File: config.mk
export PLATFORM = sky130hd
export DESIGN_NAME = instr_fetch
export DESIGN_NICKNAME = d
export VERILOG_FILES = /design/src/rtl/instr_params.sv /design/src/rtl/instr_ptr_next.sv /design/src/rtl/instr_fetch.sv
export SDC_FILE = /design/constraint.sdc
export NUM_CORES = 1
export LEC_CHECK = 0
export ABC_AREA = 1
export BUFFER_PORTS_ARGS = -buffer_cell sky130_fd_sc_hd__buf_2
export CAP_MARGIN = 25
export CORE_AREA = 2 2 140 142
export DETAILED_ROUTE_END_ITERATION = 12
export DIE_AREA = 0 0 142 144
export SLEW_MARGIN = 5
export SYNTH_ARGS = -nofsm -noshare
export SYNTH_HDL_FRONTEND = slang
export SYNTH_SLANG_ARGS = --single-unit
export TNS_END_PERCENT = 30
File: constraint.sdc
create_clock -name clk -period 1.6 [get_ports clk]
set_clock_uncertainty 0.05 [all_clocks]
set_input_delay 0 -clock clk [delete_from_list [all_inputs] [get_ports clk]]
set_output_delay 0 -clock clk [all_outputs]
set_load 0.1 [all_outputs]
File: src/rtl/instr_params.sv
// Shared constants for the instruction fetch sequencer: FSM state encoding,
// instruction-pointer enable-select codes, next-pointer load codes and the
// DONE opcode.
package instr_params;

  typedef logic [1:0] state_t;

  // FSM state encoding
  localparam state_t StFetch = 2'd0;
  localparam state_t StWait  = 2'd1;
  localparam state_t StExec  = 2'd2;
  localparam state_t StHalt  = 2'd3;

  // instr_ptr_en_sel codes; 4-7 behave as ALWAYS
  localparam logic [2:0] INST_PTR_ALWAYS_EN = 3'd0;
  localparam logic [2:0] INST_PTR_QCLK_EN   = 3'd1;
  localparam logic [2:0] INST_PTR_SYNC_EN   = 3'd2;
  localparam logic [2:0] INST_PTR_FPROC_EN  = 3'd3;

  // instr_ptr_load_en codes
  localparam logic [1:0] INSTR_PTR_LOAD_EN_INC  = 2'b00;
  localparam logic [1:0] INSTR_PTR_LOAD_EN_JUMP = 2'b01;
  localparam logic [1:0] INSTR_PTR_LOAD_EN_COND = 2'b10;
  localparam logic [1:0] INSTR_PTR_LOAD_EN_RSVD = 2'b11;

  // Opcode[7:3] value that halts the core
  localparam logic [4:0] DONE_I = 5'b01100;

endpackage

File: src/rtl/instr_ptr_next.sv
// Combinational next-address mux and enable (go) select for the fetch
// sequencer. Kept separate so it can be reused and unit-tested on its own.
module instr_ptr_next
  import instr_params::*;
#(
  parameter int unsigned AddrW = 16
) (
  input  logic [AddrW-1:0] instr_ptr_i,
  input  logic [AddrW-1:0] jump_addr_i,
  input  logic [1:0]       load_en_i,
  input  logic [2:0]       en_sel_i,
  input  logic             cond_i,
  input  logic             qclk_trig_i,
  input  logic             sync_in_i,
  input  logic             fproc_ready_i,
  output logic             go_o,
  output logic [AddrW-1:0] next_ptr_o
);

  logic [AddrW-1:0] ptr_inc;

  // Increment wraps modulo 2^AddrW by construction of the width
  assign ptr_inc = instr_ptr_i + AddrW'(1);

  // Enable source select
  always_comb begin
    go_o = 1'b1;
    unique case (en_sel_i)
      INST_PTR_QCLK_EN:  go_o = qclk_trig_i;
      INST_PTR_SYNC_EN:  go_o = sync_in_i;
      INST_PTR_FPROC_EN: go_o = fproc_ready_i;
      default:           go_o = 1'b1;
    endcase
  end

  // Next-pointer select; reserved code falls back to sequential flow
  always_comb begin
    next_ptr_o = ptr_inc;
    unique case (load_en_i)
      INSTR_PTR_LOAD_EN_JUMP: next_ptr_o = jump_addr_i;
      INSTR_PTR_LOAD_EN_COND: next_ptr_o = cond_i ? jump_addr_i : ptr_inc;
      default:                next_ptr_o = ptr_inc;
    endcase
  end

endmodule

File: src/rtl/instr_fetch.sv
// Instruction pointer and fetch sequencer (FETCH -> WAIT -> EXEC, HALT on DONE).
// Optional feature: define INSTR_FETCH_STALL_CNT_EN to add the saturating
// stall_cycles counter of EXEC cycles spent waiting on the enable source.
module instr_fetch
  import instr_params::*;
#(
  parameter int unsigned ADDR_W  = 16,
  parameter int unsigned INSTR_W = 128
) (
  input  logic               clk,
  input  logic               reset,
  output logic [ADDR_W-1:0]  mem_addr,
  output logic               mem_en,
  input  logic [INSTR_W-1:0] mem_data,
  output logic [INSTR_W-1:0] instr_word,
  output logic [7:0]         opcode,
  input  logic [2:0]         instr_ptr_en_sel,
  input  logic [1:0]         instr_ptr_load_en,
  input  logic [ADDR_W-1:0]  jump_addr,
  input  logic [31:0]        alu_result,
  input  logic               qclk_trig,
  input  logic               sync_in,
  input  logic               fproc_ready,
  output logic               exec_fire,
`ifdef INSTR_FETCH_STALL_CNT_EN
  output logic [31:0]        stall_cycles,
`endif
  output logic [ADDR_W-1:0]  instr_ptr,
  output logic               done
);

  state_t              state_q, state_d;
  logic [ADDR_W-1:0]   instr_ptr_q, instr_ptr_d;
  logic [INSTR_W-1:0]  instr_word_q, instr_word_d;
  logic                go;
  logic                fire;
  logic [ADDR_W-1:0]   next_ptr;
  logic                unused_alu;

  // Only the condition bit of the ALU result steers the pointer
  assign unused_alu = ^alu_result[31:1];

  instr_ptr_next #(
    .AddrW (ADDR_W)
  ) u_instr_ptr_next (
    .instr_ptr_i   (instr_ptr_q),
    .jump_addr_i   (jump_addr),
    .load_en_i     (instr_ptr_load_en),
    .en_sel_i      (instr_ptr_en_sel),
    .cond_i        (alu_result[0]),
    .qclk_trig_i   (qclk_trig),
    .sync_in_i     (sync_in),
    .fproc_ready_i (fproc_ready),
    .go_o          (go),
    .next_ptr_o    (next_ptr)
  );

  assign opcode = instr_word_q[INSTR_W-1 -: 8];

  // FSM next state, pointer update and instruction capture
  always_comb begin
    state_d      = state_q;
    instr_ptr_d  = instr_ptr_q;
    instr_word_d = instr_word_q;
    fire         = 1'b0;
    unique case (state_q)
      StFetch: state_d = StWait;
      StWait: begin
        instr_word_d = mem_data;
        state_d      = StExec;
      end
      StExec: begin
        if (go) begin
          if (opcode[7:3] == DONE_I) begin
            state_d = StHalt;
          end else begin
            fire        = 1'b1;
            instr_ptr_d = next_ptr;
            state_d     = StFetch;
          end
        end
      end
      StHalt:  state_d = StHalt;
      default: state_d = StFetch;
    endcase
  end

  // State registers with synchronous reset
  always_ff @(posedge clk) begin
    if (reset) begin
      state_q      <= StFetch;
      instr_ptr_q  <= '0;
      instr_word_q <= '0;
    end else begin
      state_q      <= state_d;
      instr_ptr_q  <= instr_ptr_d;
      instr_word_q <= instr_word_d;
    end
  end

`ifdef INSTR_FETCH_STALL_CNT_EN
  logic [31:0] stall_q;

  // Count EXEC cycles held by a low enable, saturating at all-ones
  always_ff @(posedge clk) begin
    if (reset) begin
      stall_q <= '0;
    end else if ((state_q == StExec) && !go && (stall_q != '1)) begin
      stall_q <= stall_q + 32'd1;
    end
  end

  assign stall_cycles = stall_q;
`endif

  // Reset masks the read enable and the retire pulse in the reset cycle
  assign mem_addr   = instr_ptr_q;
  assign mem_en     = (state_q == StFetch) && !reset;
  assign exec_fire  = fire && !reset;
  assign instr_ptr  = instr_ptr_q;
  assign instr_word = instr_word_q;
  assign done       = (state_q == StHalt);

endmodule
======== Yosys cells after proc, flatten, opt, wreduce, memory -nomap -nowiden ========
Index checks and enable logic that the tools add are counted.
word-level totals
  register bits after elaboration ......... 146
  input port bits ......................... 186
cells by class
  add/subtract/negate cells ............... 1
  equality and inequality tests ........... 10
  reductions and logical operators ........ 5
  muxes and demuxes ....................... 9
  bitwise gates (word level) .............. 1
operators by type and width
  kind                                                              number
  16-bit one-hot mux with 2 select lines                            1
  16-bit by 1-bit adder with 16-bit output (second input constant)  1
  16-bit two-way mux                                                1
  2-bit one-hot mux with 4 select lines                             1
  2-bit == test (second input constant)                             3
  3-bit by 2-bit == test with 1-bit output (second input constant)  2
  5-bit by 4-bit == test with 1-bit output (second input constant)  1
  2-bit by 1-bit == test with 1-bit output (second input constant)  2
  2-bit two-way mux                                                 2
  3-bit by 1-bit == test with 1-bit output (second input constant)  1
  1-bit two-way mux                                                 3
  1-bit one-hot mux with 3 select lines                             1
  3-bit AND reduction                                               1
  1-bit logical AND                                                 2
  2-bit logical NOT                                                 1
  2-bit != test (second input constant)                             1
  1-bit logical NOT                                                 1
  1-bit NOT                                                         1

======== Depth between registers and ports, before layout ========
  word-level depth ........................ 5
  depth in mapped cells ................... 10
  gate-level depth less buffers ........... 10

======== Modules after synthesis ========
Synthesis repeated with hierarchy kept, for this count alone.
second synthesis, totals
  cell total of the unflattened synthesis .. 860
  area total of the unflattened synthesis .. 6139.6 sq um
modules (own cells, without submodules)
  module          sequential area each (sq um)  cells an instance  area an instance (sq um)  instances
  instr_fetch     2922.8                        736                5496.5                    1
  instr_ptr_next  0.0                           124                643.1                     1

======== Worst setup path before layout ========
OpenSTA, ideal clock, no wires.
  kind .................................... register to output
  start point ............................. register state_q[1]
  end point ............................... output port mem_en
  slack ................................... -0.879 ns
  cell stages (with the launch flop) ...... 2
  arrival ................................. 2.429 ns
  cells stage by stage .................... dfxtp_1 > nor3_1
on the way
  word-level cells in the longest chain between the ends .. 2
RTL lines
  what                      line                source
  start: declaration        instr_fetch.sv:32   state_t state_q, state_d;
  start signal: assignment  instr_fetch.sv:91   state_q <= StFetch;
  start signal: assignment  instr_fetch.sv:95   state_q <= state_d;
  2-bit logical NOT         instr_fetch.sv:118  assign mem_en = (state_q == StFetch) && !reset;
  1-bit logical AND         instr_fetch.sv:118
  end: declaration          instr_fetch.sv:13   output logic mem_en,
No other way between the ends.

======== Final worst setup path ========
  start point ............................. register instr_word_q[123] (netlist: instr_word[123])
  end point ............................... output port exec_fire
on the way
  word-level cells in the longest chain between the ends .. 5
RTL lines
  what                                      line                source
  start: declaration                        instr_fetch.sv:34   logic [INSTR_W-1:0] instr_word_q, instr_word_d;
  start signal: assignment                  instr_fetch.sv:97   instr_word_q <= instr_word_d;
  5-bit by 4-bit == test with 1-bit output  instr_fetch.sv:74   if (opcode[7:3] == DONE_I) begin
  1-bit two-way mux                         instr_fetch.sv:74
  1-bit two-way mux                         instr_fetch.sv:73   if (go) begin
  1-bit two-way mux                         instr_fetch.sv:66   unique case (state_q)
  1-bit logical AND                         instr_fetch.sv:119  assign exec_fire = fire && !reset;
  end: declaration                          instr_fetch.sv:24   output logic exec_fire,
No other way between the ends.

==> metrics.yaml <==
outcome:
  status: "finished, violations left"
  violations: "setup timing"
cts:
  h-tree-depth: 4
  numCtsBuffers: 17
  cts_sinks: 146
  cts_max_path_buffers: 2
  clock-root-buffer: "clkbuf_16"
  path_clk_slew_ps: 70
  clock_latency_ps: 420
  cts_tree: "yes"
power:
  p_seq_share_pct: 31.6
  p_clk_share_pct: 28.0
  total_power_uw: 13600
  p_leak_uw: 0.00491
  p_sw_share_pct: 47.4
  combinationalPowerShare_pct: 40.4
  switchingPower_uw: 6470
  ir_drop_uv: 759
  power_density_mw_per_mm2: 1390
  p_int_uw: 7180
placement:
  place_inst: 1298
  place.gp.congestion: 0.772
  placed_cell_area_sq_mm: 0.00769
  portBuffers: 325
  pre_cts_ws_ps: 129
  hpwl_mm: 13.1
min_path:
  hp-class: "in2reg"
final_layout:
  finalNonFillerCells: 1488
  nNetsFinal: 1427
  syn2layout_area_growth_pct: 65.8
  design_area_sq_mm: 0.00985
  drive_above_1_share_pct: 34.4
  num_antenna_cells: 0
global_route:
  first_global_vias: 6526
  grt_overflow: 0
  antenna_found_initial: 0
  grt_pass1_wl_mm: 32.3
  grt_max_degree: 82
  grt_use_total_pct: 19.9
yosys:
  synth_top_area_share_pct: 49.2
  async_reset_ff_share_pct: 0
  synth_cell_types: 30
  avgSynthCellArea_sq_um: 7.50
  ys_warn_count: 0
  syn_nets: 982
  synth_flop_cell: "dfxtp_1"
  synth_most_common_cell: "nor2_1"
  synth_area_leader_cell: "dfxtp_1"
  yosys-top-cells-count: "271 x nor2_1, 146 x dfxtp_1, 138 x o21ai_0"
  synth_area_sq_mm: 0.00594
  synth-edff-count: 0
  synth.area.top_cells: "dfxtp_1 49%, nor2_1 17%, o21ai_0 12%"
  ys_seq_area_share_pct: 49.2
  syn_inst: 792
  yosys_register_bits: 146
worst_setup_path:
  crit_top_cell: "buf_12"
  critPathRequiredTime_ps: 1550
  cp.arrival_ps: 1570
  critPathSlowestCell: "dfxtp_4"
  startpoint_type: "register"
  critPathTopFamily: "simple AND/OR/NAND/NOR gates"
  critPathKind: "reg2out"
  max_stage_delay_ps: 360
  cp_num_buf_inv: 3
  crit_chain: "nor3_4 > nand2_2 > nand2_4 > nor2_4 > buf_12 > nand2_8 > inv_6 > buf_12"
  critPathCaptureType: "output pin"
  crit_fanout: 3
timing:
  setup_viol: 1
  post-route-period-util_pct: 101
  drv_slew: 0
  fmax_ghz: 0.618
  finalCriticalPeriod_ps: 1620
  final.setup.worst_slack_ps: -17.6
  worstMarginPinSlew_ps: 523
  hold_viol_final: 0
  rsz0062_at_grt: "yes"
  max_slew_margin_pct: 65.4
route:
  wl_per_cell_um: 14.1
  ant_nets: 0
  wl_mm: 21.0
  first_iter_violations: 405
  viasPerCell: 4.58
  dr.pass1.iters: 5
  num_vias: 6816
  drc: 0
job:
  maxCapViolations: 0
die:
  fp-row-count: 51
  die_w_um: 142
  start_util_pct: 31.1
  core_sq_mm: 0.0191
  die_y_um: 144
  pin_count: 357
  die_area_sq_mm: 0.0204
flip-flops by register name, indices dropped and copies added, names as in the netlist:
name        flops
instr_word    128
instr_ptr      16
state_q         2
final timing paths:
path | startpoint | endpoint | slack, ps | depth (start not counted)
setup / recovery | instr_word[123]$_SDFFE_PP0N_ | exec_fire | -20 | 8
hold / removal | reset | instr_ptr[9]$_SDFFE_PP0P_ | 30 | 4
setup reg to reg | instr_word[123]$_SDFFE_PP0N_ | instr_ptr[1]$_SDFFE_PP0P_ | 130 | 8
hold reg to reg | instr_word[110]$_SDFFE_PP0N_ | instr_word[110]$_SDFFE_PP0N_ | 440 | 2
power groups by stage:
stage	logic, uW	registers (uW)	clock network, uW
3_5_place_dp	5160	4370	0
3_3_place_gp	5140	4360	0
4_1_cts	5480	4300	3930
6_report	5510	4310	3820
2_1_floorplan	1280	7380	0
5_1_grt	5750	4360	4090
cell type report:
class	count	area, sq um
clock inverter	14	138
fill	1752	9230
timing repair buffer	496	3380
tap	238	298
clock buffer	18	429
multi-input combinational	544	2490
inverter	32	129
sequential	146	2990
worst register-to-register path: stages, from the launching register on:
cell,delay (ps)
dfxtp_4,360
nor3_4,180
nand2_2,110
nand2_4,90
nor2_4,40
buf_12,130
buf_4,170
o21ai_0,170
a31oi_1,60
routing by layer:
| metal | GRT usage [%] | share of wire [%] |
|---|---|---|
| met1 | 23.7 | 42 |
| met2 | 33.7 | 49 |
| met3 | 5.03 | 6.0 |
| met4 | 9.16 | 3.0 |
| met5 | 0 | 0 |
timing repair:
action	4_1_cts	5_1_grt
endpoints found under the setup margin	1	13
resized for setup	6	3
hold buffers	149	0
endpoints found under the hold margin	146	0
buffers inserted	6	3
gates cloned	0	0
pin swaps	3	3
cell families (layout without fill, tap and decap cells):
group                      Yosys count  count (layout)  synth area share, %
and+or+nand+nor                    360             360                 24.5
xor gates and xnor gates             3               3                0.442
buffers and inverters              102             560                 9.77
DFF                                146             146                 49.2
AOI/OAI and AO/OA                  177             177                 15.3
adders and majority gates            4               4                0.842
stage by stage:
stage	setup TNS (ps)	hold WS (ps)	utilization, %
6_report	-17.6	34.4	51.6
5_1_grt	-172	54.2	51.6
4_1_cts	-84.9	12.7	51.4
3_5_place_dp	0	177	40.3
3_3_place_gp	0	170	40.3
2_1_floorplan	-26.4	5.08	-
cell usage in the layout (no fill, tap or decap), types with 3 or more instances in the layout:
| master | Yosys | routed |
|---|---|---|
| inv_1 | 26 | 24 |
| nand4_1 | 3 | 3 |
| clkinv_4 | 0 | 3 |
| inv_2 | 6 | 5 |
| inv_8 | 0 | 4 |
| ha_1 | 4 | 3 |
| buf_4 | 26 | 15 |
| clkbuf_16 | 0 | 17 |
| nor2_1 | 271 | 271 |
| dfxtp_1 | 146 | 124 |
| buf_12 | 0 | 7 |
| dfxtp_4 | 0 | 16 |
| nand3_1 | 19 | 19 |
| buf_2 | 8 | 324 |
| inv_6 | 0 | 5 |
| a21oi_1 | 22 | 22 |
| o21ai_0 | 138 | 138 |
| nor2_2 | 4 | 4 |
| dlygate4sd3_1 | 0 | 149 |
| nand2_2 | 6 | 5 |
| nor2_4 | 4 | 4 |
| dfxtp_2 | 0 | 6 |
| nand2_1 | 46 | 45 |
| o21ai_1 | 8 | 8 |
(Power assumes the default switching activity.)
